[config.mk]
export PLATFORM = sky130hd
export DESIGN_NAME = seq_serializer
export DESIGN_NICKNAME = d
export VERILOG_FILES = /design/src/rtl/seq_ser_pkg.sv /design/src/rtl/seq_serializer.sv
export SDC_FILE = /design/constraint.sdc
export NUM_CORES = 1
export LEC_CHECK = 0
export ABC_AREA = 1
export CORE_MARGIN = 8
export CORE_UTILIZATION = 54
export DETAILED_ROUTE_END_ITERATION = 16
export PLACE_DENSITY = 0.87
export SYNTH_ARGS = -nofsm -noshare
export SYNTH_HDL_FRONTEND = slang
export SYNTH_SLANG_ARGS = --single-unit
[constraint.sdc]
create_clock -name clk -period 2 [get_ports clk]
set_input_delay 0.2 -clock clk [delete_from_list [all_inputs] [get_ports clk]]
set_output_delay 0.2 -clock clk [all_outputs]
set_load 0.01 [all_outputs]
[src/rtl/seq_ser_pkg.sv]
// Shared types and defaults for the MSB-first word serializer.
package seq_ser_pkg;

  localparam int SEQ_SER_DEFAULT_WIDTH = 8;

  typedef enum logic {
    IDLE  = 1'b0,
    SHIFT = 1'b1
  } state_e;

endpackage

[src/rtl/seq_serializer.sv]
// MSB-first parallel-to-serial converter with a 1-entry hold register for gapless frames.
// Define SEQ_SER_PARITY_EN to append an even-parity bit after each word.
//
// state | meaning
// IDLE  | no frame in flight, line quiet, ready for a word
// SHIFT | a frame bit is on the line; cnt_q counts bits left including it
module seq_serializer
  import seq_ser_pkg::*;
#(
  parameter int WIDTH = SEQ_SER_DEFAULT_WIDTH
) (
  input  logic             clk,
  input  logic             rst,
  input  logic             din_valid,
  input  logic [WIDTH-1:0] din,
  output logic             din_ready,
  output logic             data,
  output logic             data_valid,
  output logic             frame_start
);

`ifdef SEQ_SER_PARITY_EN
  localparam int FRAME_LEN = WIDTH + 1;
`else
  localparam int FRAME_LEN = WIDTH;
`endif
  localparam int CNT_W = $clog2(FRAME_LEN + 1);

  function automatic logic [FRAME_LEN-1:0] frame_of(input logic [WIDTH-1:0] w);
`ifdef SEQ_SER_PARITY_EN
    return {w, ^w};
`else
    return w;
`endif
  endfunction

  state_e               state_q, state_d;
  logic [FRAME_LEN-1:0] sreg_q, sreg_d;
  logic [CNT_W-1:0]     cnt_q, cnt_d;
  logic [WIDTH-1:0]     hold_q, hold_d;
  logic                 hold_full_q, hold_full_d;
  logic                 data_q, data_d;
  logic                 valid_q, valid_d;
  logic                 fs_q, fs_d;

  logic                 accept;
  logic                 load_en;
  logic [WIDTH-1:0]     load_word;
  logic [FRAME_LEN-1:0] load_frame;

  assign din_ready   = (state_q == IDLE) || !hold_full_q;
  assign accept      = din_valid && din_ready;
  assign data        = data_q;
  assign data_valid  = valid_q;
  assign frame_start = fs_q;

  always_comb begin
    state_d     = state_q;
    sreg_d      = sreg_q;
    cnt_d       = cnt_q;
    hold_d      = hold_q;
    hold_full_d = hold_full_q;
    data_d      = 1'b0;
    valid_d     = 1'b0;
    fs_d        = 1'b0;
    load_en     = 1'b0;
    load_word   = din;

    case (state_q)
      IDLE: begin
        if (accept) load_en = 1'b1;
      end
      SHIFT: begin
        if (cnt_q == CNT_W'(1)) begin
          // hold_full blocks din_ready, so the held word and a new accept never collide here
          if (hold_full_q) begin
            load_en     = 1'b1;
            load_word   = hold_q;
            hold_full_d = 1'b0;
          end else if (accept) begin
            load_en = 1'b1;
          end else begin
            state_d = IDLE;
            cnt_d   = '0;
          end
        end else begin
          cnt_d   = cnt_q - CNT_W'(1);
          data_d  = sreg_q[FRAME_LEN-1];
          valid_d = 1'b1;
          sreg_d  = sreg_q << 1;
          if (accept) begin
            hold_d      = din;
            hold_full_d = 1'b1;
          end
        end
      end
      default: state_d = IDLE;
    endcase

    load_frame = frame_of(load_word);
    if (load_en) begin
      // first bit goes straight to the output register; the rest wait in sreg
      data_d  = load_frame[FRAME_LEN-1];
      sreg_d  = load_frame << 1;
      valid_d = 1'b1;
      fs_d    = 1'b1;
      cnt_d   = CNT_W'(FRAME_LEN);
      state_d = SHIFT;
    end
  end

  always_ff @(posedge clk or posedge rst) begin
    if (rst) begin
      state_q     <= IDLE;
      sreg_q      <= '0;
      cnt_q       <= '0;
      hold_q      <= '0;
      hold_full_q <= 1'b0;
      data_q      <= 1'b0;
      valid_q     <= 1'b0;
      fs_q        <= 1'b0;
    end else begin
      state_q     <= state_d;
      sreg_q      <= sreg_d;
      cnt_q       <= cnt_d;
      hold_q      <= hold_d;
      hold_full_q <= hold_full_d;
      data_q      <= data_d;
      valid_q     <= valid_d;
      fs_q        <= fs_d;
    end
  end

endmodule

==> impl_metrics.prom, run 1 <==
# TYPE chip_impl_metric gauge
chip_impl_metric{name="finish.net_count",unit=""} 182
chip_impl_metric{name="total_instance_count_after_detailed_placement",unit=""} 192
chip_impl_metric{name="htree_levels",unit=""} 1
chip_impl_metric{name="placement_rows",unit=""} 17
chip_impl_metric{name="area_growth",unit="%"} 16.72
chip_impl_metric{name="die_h",unit="um"} 63.82
chip_impl_metric{name="drt-pass1-iter-count",unit=""} 4
chip_impl_metric{name="cts_hold_repair.buffers",unit=""} 0
chip_impl_metric{name="ios",unit=""} 15
chip_impl_info{name="unrepaired_setup_endpoints_after_global_routing",value="no"} 1
chip_impl_metric{name="vias",unit=""} 1015
chip_impl_metric{name="routed_wl",unit="um"} 2531
chip_impl_metric{name="cts-buffers-inserted",unit=""} 3
chip_impl_metric{name="reg2reg_depth",unit=""} 5
chip_impl_metric{name="drcViolationCount",unit=""} 0
chip_impl_metric{name="postCtsSetupRepairBufs",unit=""} 0
chip_impl_metric{name="min_period_over_period",unit=""} 0.8966
chip_impl_metric{name="design.die.area",unit="um^2"} 4073
chip_impl_metric{name="num-fill-cells",unit=""} 195
chip_impl_info{name="most_used_cells_in_the_layout_excluding_fill_and_tap_cells",value="nand2_1 (36), inv_1 (25), dfrtp_1 (24)"} 1
chip_impl_metric{name="cellPowerDensity",unit="nW/um^2"} 1315
chip_impl_metric{name="worst-path-max-fanout",unit=""} 7
chip_impl_metric{name="fin_cells",unit=""} 196
chip_impl_info{name="min-delay-path-class",value="in -> async"} 1
chip_impl_metric{name="seq_area_frac_synth",unit=""} 0.4863
chip_impl_metric{name="synth_warnings",unit=""} 0
chip_impl_metric{name="gr-usage-all-layers",unit=""} 0.1379
chip_impl_info{name="cp_cell_sequence",value="nand2_2 > clkdlybuf4s50_1"} 1
chip_impl_metric{name="finalWorstPathRequiredPeriod",unit="ns"} 1.793
chip_impl_metric{name="clock_path_buffers",unit=""} 2
chip_impl_metric{name="setup-violations-final",unit=""} 0
chip_impl_metric{name="io_buffer_count",unit=""} 14
chip_impl_metric{name="place_worst_setup_slack",unit="ns"} 0.2978
chip_impl_info{name="worstReg2RegStart",value="cnt_q[0]$_DFFE_PP0P_"} 1
chip_impl_info{name="cts_tree",value="yes"} 1
chip_impl_metric{name="cts_num_sinks",unit=""} 24
chip_impl_metric{name="ctsResizeCount",unit=""} 0
chip_impl_metric{name="synth.cell_area",unit="um^2"} 1235
chip_impl_metric{name="worst-endpoint-required",unit="ns"} 1.80
chip_impl_metric{name="clock-skew-final",unit="ns"} 0.005078
chip_impl_metric{name="syn_nets",unit=""} 164
chip_impl_metric{name="cap_viol_max_count",unit=""} 0
chip_impl_metric{name="start_util",unit=""} 0.5637
chip_impl_info{name="crit_slowest_cell",value="dfrtp_1"} 1
chip_impl_info{name="status",value="finished, final reports clean"} 1
chip_impl_metric{name="utilization",unit=""} 0.6579
chip_impl_metric{name="slew_headroom",unit=""} 0.7358
chip_impl_metric{name="hpwlAfterDp",unit="um"} 1942
chip_impl_metric{name="die_width",unit="um"} 63.82
chip_impl_metric{name="design.core.area",unit="um^2"} 2191
chip_impl_metric{name="fin_max_slew_vios",unit=""} 0
chip_impl_metric{name="timing.reg2reg.setup_slack",unit="ns"} 0.26
chip_impl_metric{name="cts.clk_slew.worst_paths",unit="ns"} 0.13
chip_impl_metric{name="synth_area_per_cell",unit="um^2"} 8.178
chip_impl_metric{name="first_global_vias",unit=""} 1129
chip_impl_metric{name="routed_via_density",unit=""} 5.179
chip_impl_metric{name="finalSetupTns",unit="ns"} 0
chip_impl_metric{name="synth.distinct_cells",unit=""} 24
chip_impl_info{name="mostFrequentLayoutCell",value="nand2_1"} 1
chip_impl_metric{name="maximum_number_of_pins_on_one_net_before_global_route_repair",unit=""} 25
chip_impl_metric{name="worst_path_largest_cell_delay",unit="ns"} 0.60
chip_impl_metric{name="routed_antenna_nets",unit=""} 0
chip_impl_metric{name="netlist_instances",unit=""} 151
chip_impl_metric{name="grt.overflow.total",unit=""} 0
chip_impl_metric{name="place_congestion",unit=""} 0.8335
chip_impl_metric{name="drive_gt1_frac",unit=""} 0.1131
chip_impl_metric{name="timing.fmax",unit="MHz"} 557.6
chip_impl_metric{name="hold_viol_final",unit=""} 0
chip_impl_metric{name="irDropWorstVdd",unit="uV"} 767.8
chip_impl_metric{name="first_iter_violations",unit=""} 49
chip_impl_info{name="cts_root_buf",value="clkbuf_4"} 1
chip_impl_info{name="timing.setup.critical_path_class",value="reg -> out"} 1
chip_impl_info{name="critPathLaunchType",value="flip-flop"} 1
chip_impl_metric{name="tightestPinTransition",unit="ns"} 0.3964
chip_impl_info{name="crit-reg2reg-capture",value="hold_q[0]$_DFFE_PP0P_"} 1
chip_impl_metric{name="clkLatencyLatePin",unit="ns"} 0.31
chip_impl_metric{name="antenna_found_initial",unit=""} 0
chip_impl_metric{name="cp_data_arrival_time",unit="ns"} 1.59
chip_impl_metric{name="antenna_cells",unit=""} 0
chip_impl_metric{name="total_leakage_power",unit="nW"} 0.7554
chip_impl_metric{name="yosys_register_bits",unit=""} 24
chip_impl_metric{name="total_power",unit="mW"} 1.895
chip_impl_metric{name="grt_first_pass_wirelength",unit="um"} 4685
chip_impl_metric{name="timing.final.ws_setup",unit="ns"} 0.2068
chip_impl_metric{name="routed_wire_length_per_instance",unit="um"} 12.91
chip_impl_info{name="setup.worst_path.end_class",value="primary output"} 1
[stage by stage]
step / cell area, um^2 / hold WS [ns]
final: 1441 / 0.2180
after global routing: 1441 / 0.2569
after CTS: 1441 / 0.2229
after detailed placement: 1405 / 0.4816
after global placement: 1405 / 0.4754
after floorplan: 1235 / 0.2146
[flip-flops by register name, summed over array words and instances, names as in the netlist]
signal,flops
cnt_q,4
sreg_q,7
data,1
data_valid,1
hold_full_q,1
state_q,1
hold_q,8
frame_start,1
[cell families (layout without fill, tap and decap cells)]
group,Yosys count,after routing,synth area share
and+or+nand+nor,71,71,0.2695
DFF,24,24,0.4863
xor gates and xnor gates,1,1,0.007093
buffers and inverters,29,46,0.09220
adders and majority gates,2,2,0.02026
AOI/OAI and AO/OA,24,24,0.1246
[area by class of cell]
class                      instances  area [um^2]  share of cell area
tap                               28        35.03             0.02431
multi-input combinational         98        520.5              0.3611
timing repair buffer              15        147.6              0.1024
inverter                          27        101.3             0.07031
clock buffer                       4        36.28             0.02517
sequential                        24        600.6              0.4167
[cells in the mapped netlist]
cell | n | share of area
nand3_1 | 14 | 0.057
nand3_2 | 1 | 0.0081
inv_1 | 25 | 0.076
o21ai_0 | 2 | 0.0081
a21oi_4 | 2 | 0.026
o211ai_1 | 1 | 0.0061
a21oi_2 | 2 | 0.014
a21oi_1 | 6 | 0.024
nand2_4 | 2 | 0.018
nor2_4 | 1 | 0.0091
inv_2 | 2 | 0.0061
nor2_2 | 1 | 0.0051
or2_2 | 1 | 0.0051
nand2_1 | 36 | 0.11
dfrtp_1 | 24 | 0.49
nand2_2 | 2 | 0.010
nor2_1 | 9 | 0.027
o21ai_1 | 10 | 0.041
buf_2 | 1 | 0.0040
nand4_1 | 4 | 0.020
o22ai_1 | 1 | 0.0051
xor2_1 | 1 | 0.0071
ha_1 | 2 | 0.020
buf_4 | 1 | 0.0061
[where the power goes]
group	leakage, nW	internal (mW)	switching, mW
clock	0.0210	0.111	0.143
combinational	0.444	0.325	0.508
sequential	0.290	0.684	0.125
[critical path, delay by kind of cell (launching register included)]
kind | cells | cell delay [ns]
buffers and inverters | 1 | 0.52
AND/OR/NAND/NOR | 1 | 0.16
flip-flops | 1 | 0.60
[layer usage]
layer	vias up	track usage	wire length [um]
met5	-	0	0
met4	0	0.05850	38
met3	5	0.02962	97
met2	19	0.2396	1247
met1	478	0.1595	1149
li1	513	-	-
[worst max-delay path by stage]
stage | startpoint | endpoint | slack (ns)
after floorplan | cnt_q[0]$_DFFE_PP0P_ | hold_q[7]$_DFFE_PP0P_ | 0.54
after global placement | cnt_q[0]$_DFFE_PP0P_ | hold_q[0]$_DFFE_PP0P_ | 0.33
after detailed placement | cnt_q[0]$_DFFE_PP0P_ | hold_q[0]$_DFFE_PP0P_ | 0.30
after CTS | state_q$_DFF_PP0_ | din_ready | 0.19
after global routing | cnt_q[0]$_DFFE_PP0P_ | hold_q[0]$_DFFE_PP0P_ | 0.13
final | state_q$_DFF_PP0_ | din_ready | 0.21
No activity file was read; power rests on OpenSTA's default activity.
==> run 2, diff against run 1 <==
--- a/config.mk
+++ b/config.mk
@@ -6,10 +6,11 @@
 export NUM_CORES = 1
 export LEC_CHECK = 0
 export ABC_AREA = 1
-export CORE_MARGIN = 8
+export CORE_MARGIN = 2
 export CORE_UTILIZATION = 54
 export DETAILED_ROUTE_END_ITERATION = 16
 export PLACE_DENSITY = 0.87
+export SETUP_SLACK_MARGIN = 0.3
 export SYNTH_ARGS = -nofsm -noshare
 export SYNTH_HDL_FRONTEND = slang
 export SYNTH_SLANG_ARGS = --single-unit
==> run 2 against run 1 <==
Net effect: worst setup slack improved by 0.27 ns; via count increased by 2.1%; sequential power increased by 0.5%; critical endpoint is now sreg_q[4]$_DFFE_PP0P_; critical path type is now reg -> reg; flip-flop and latch count unchanged; critical path depth increased by 3; maximum frequency increased by 18%; sequential share of layout area decreased by 1.2 points; cell count increased by 0.51%; die area decreased by 34%; worst hold slack got worse by 0.037 ns; final area increased by 3.3%.
==> impl_metrics.prom, run 2 (synthesis results as in run 1) <==
# TYPE chip_impl_metric gauge
chip_impl_metric{name="first_iter_violations",unit=""} 23
chip_impl_metric{name="grt_first_pass_wirelength",unit="um"} 4422
chip_impl_metric{name="timing.fmax",unit="MHz"} 658.4
chip_impl_info{name="status",value="finished, final reports clean"} 1
chip_impl_metric{name="fin_cells",unit=""} 197
chip_impl_metric{name="design.core.area",unit="um^2"} 2191
chip_impl_info{name="mostFrequentLayoutCell",value="nand2_1"} 1
chip_impl_info{name="setup.worst_path.end_class",value="flip-flop"} 1
chip_impl_metric{name="cts-buffers-inserted",unit=""} 3
chip_impl_metric{name="routed_wl",unit="um"} 2599
chip_impl_metric{name="finish.net_count",unit=""} 183
chip_impl_metric{name="worstPathBufferInverterCount",unit=""} 0
chip_impl_metric{name="tightestPinTransition",unit="ns"} 0.4014
chip_impl_info{name="largest_registers",value="hold_q (8), sreg_q (7), cnt_q (4)"} 1
chip_impl_metric{name="reg2reg_depth",unit=""} 5
chip_impl_info{name="cpLargestDelayFamily",value="simple AND/OR/NAND/NOR gates"} 1
chip_impl_info{name="critical_path.startpoint",value="cnt_q[2]$_DFFE_PP0P_"} 1
chip_impl_metric{name="finalSetupTns",unit="ns"} 0
chip_impl_metric{name="routed_via_density",unit=""} 5.259
chip_impl_metric{name="worst_path_largest_cell_delay",unit="ns"} 0.45
chip_impl_metric{name="largest_register_ffs",unit=""} 8
chip_impl_metric{name="first_global_vias",unit=""} 1051
chip_impl_metric{name="place_congestion",unit=""} 0.8757
chip_impl_metric{name="start_util",unit=""} 0.5637
chip_impl_info{name="timing.setup.critical_path_class",value="reg -> reg"} 1
chip_impl_metric{name="clock-skew-final",unit="ns"} 0.01492
chip_impl_metric{name="maximum_number_of_pins_on_one_net_before_global_route_repair",unit=""} 25
chip_impl_metric{name="cts_num_sinks",unit=""} 24
chip_impl_metric{name="irDropWorstVdd",unit="uV"} 938.5
chip_impl_metric{name="die_width",unit="um"} 51.82
chip_impl_metric{name="min_period_over_period",unit=""} 0.7594
chip_impl_metric{name="final_cell_area",unit="um^2"} 1489
chip_impl_metric{name="ios",unit=""} 15
chip_impl_metric{name="drcViolationCount",unit=""} 0
chip_impl_metric{name="timing.reg2reg.setup_slack",unit="ns"} 0.48
chip_impl_metric{name="antenna_found_initial",unit=""} 0
chip_impl_metric{name="htree_levels",unit=""} 1
chip_impl_metric{name="finalWorstPathRequiredPeriod",unit="ns"} 1.519
chip_impl_info{name="largest-register",value="hold_q"} 1
chip_impl_metric{name="area_growth",unit="%"} 20.57
chip_impl_metric{name="clock_path_buffers",unit=""} 2
chip_impl_info{name="most_used_cells_in_the_layout_excluding_fill_and_tap_cells",value="nand2_1 (36), inv_1 (25), dfrtp_1 (23)"} 1
chip_impl_metric{name="antenna_cells",unit=""} 0
chip_impl_metric{name="hold_viol_final",unit=""} 0
chip_impl_info{name="crit_slowest_cell",value="dfrtp_1"} 1
chip_impl_metric{name="clkLatencyLatePin",unit="ns"} 0.33
chip_impl_info{name="unrepaired_setup_endpoints_after_global_routing",value="no"} 1
chip_impl_metric{name="cp_data_arrival_time",unit="ns"} 1.77
chip_impl_metric{name="grt.overflow.total",unit=""} 0
chip_impl_metric{name="routed_wire_length_per_instance",unit="um"} 13.19
chip_impl_info{name="cp_cell_sequence",value="nor2_4 > nand2_4 > a21oi_4 > nand3_1 > a21oi_1"} 1
chip_impl_metric{name="design.die.area",unit="um^2"} 2685
chip_impl_metric{name="total_leakage_power",unit="nW"} 0.7804
chip_impl_metric{name="cap_viol_max_count",unit=""} 0
chip_impl_metric{name="vias",unit=""} 1036
chip_impl_info{name="min-delay-path-class",value="in -> async"} 1
chip_impl_metric{name="dpl_cell_area",unit="um^2"} 1405
chip_impl_metric{name="fin_max_slew_vios",unit=""} 0
chip_impl_metric{name="worst-path-max-fanout",unit=""} 9
chip_impl_metric{name="hpwlAfterDp",unit="um"} 1861
chip_impl_info{name="crit-reg2reg-capture",value="sreg_q[4]$_DFFE_PP0P_"} 1
chip_impl_metric{name="hold_ws",unit="ns"} 0.1811
chip_impl_info{name="worstReg2RegStart",value="cnt_q[2]$_DFFE_PP0P_"} 1
chip_impl_metric{name="io_buffer_count",unit=""} 14
chip_impl_metric{name="routed_antenna_nets",unit=""} 0
chip_impl_metric{name="utilization",unit=""} 0.6796
chip_impl_metric{name="drive_gt1_frac",unit=""} 0.1302
chip_impl_metric{name="total_instance_count_after_detailed_placement",unit=""} 192
chip_impl_metric{name="die_h",unit="um"} 51.82
chip_impl_metric{name="cellPowerDensity",unit="nW/um^2"} 1379
chip_impl_metric{name="placement_rows",unit=""} 17
chip_impl_metric{name="drt-pass1-iter-count",unit=""} 4
chip_impl_metric{name="setup-violations-final",unit=""} 0
chip_impl_info{name="cts_root_buf",value="clkbuf_4"} 1
chip_impl_info{name="critPathLaunchType",value="flip-flop"} 1
chip_impl_metric{name="cts.clk_slew.worst_paths",unit="ns"} 0.15
chip_impl_metric{name="slew_headroom",unit=""} 0.7324
chip_impl_metric{name="gr-usage-all-layers",unit=""} 0.2266
chip_impl_info{name="cts_tree",value="yes"} 1
chip_impl_metric{name="worst-endpoint-required",unit="ns"} 2.25
==> run 2: cell type report <==
cell class | instances | area, um^2
fillers | 189 | 701.9
flip-flops and latches | 24 | 601.8
multi-input cells | 98 | 540.5
repair buffers | 16 | 157.7
inverters | 27 | 101.3
well taps | 28 | 35.03
clock inverters | 1 | 30.03
clock buffers | 3 | 22.52
==> run 2: layer usage <==
metal | up-vias | GRT usage | routed length, um
met1 | 484 | 0.2753 | 1128
met2 | 32 | 0.3861 | 1304
met3 | 4 | 0.06609 | 144
li1 | 516 | - | -
met4 | 0 | 0.07018 | 21
met5 | - | 0 | 0
==> run 2: how the worst max path moves through the flow <==
stage	end	cells after the start
after global placement	hold_q[0]$_DFFE_PP0P_	5
after floorplan	hold_q[7]$_DFFE_PP0P_	6
after detailed placement	hold_q[0]$_DFFE_PP0P_	5
final	sreg_q[4]$_DFFE_PP0P_	5
after CTS	din_ready	2
after global routing	sreg_q[4]$_DFFE_PP0P_	6
==> run 2: repair_timing <==
| item | CTS | global route |
|---|---|---|
| gates resized for setup | 2 | 3 |
| endpoints found under the hold margin | 0 | 0 |
| hold buffers | 0 | 0 |
| buffers inserted | 0 | 1 |
| setup endpoints to repair | 8 | 13 |
==> run 2: worst min-delay path: stages <==
cell             delay [ns]
clkdlybuf4s50_1        0.39
inv_1                  0.05
buf_4                  0.29
==> run 2: through the flow <==
step	setup slack, ns	power (mW)
after floorplan	0.5388	1.416
after global placement	0.3233	1.600
after detailed placement	0.2201	1.650
after CTS	0.2403	2.014
after global routing	0.3829	2.200
final	0.4812	2.054
==> run 2: power by group <==
group	leakage [nW]	internal, mW	switching [mW]
clock	0.0279	0.203	0.158
combinational	0.463	0.344	0.536
sequential	0.290	0.684	0.129
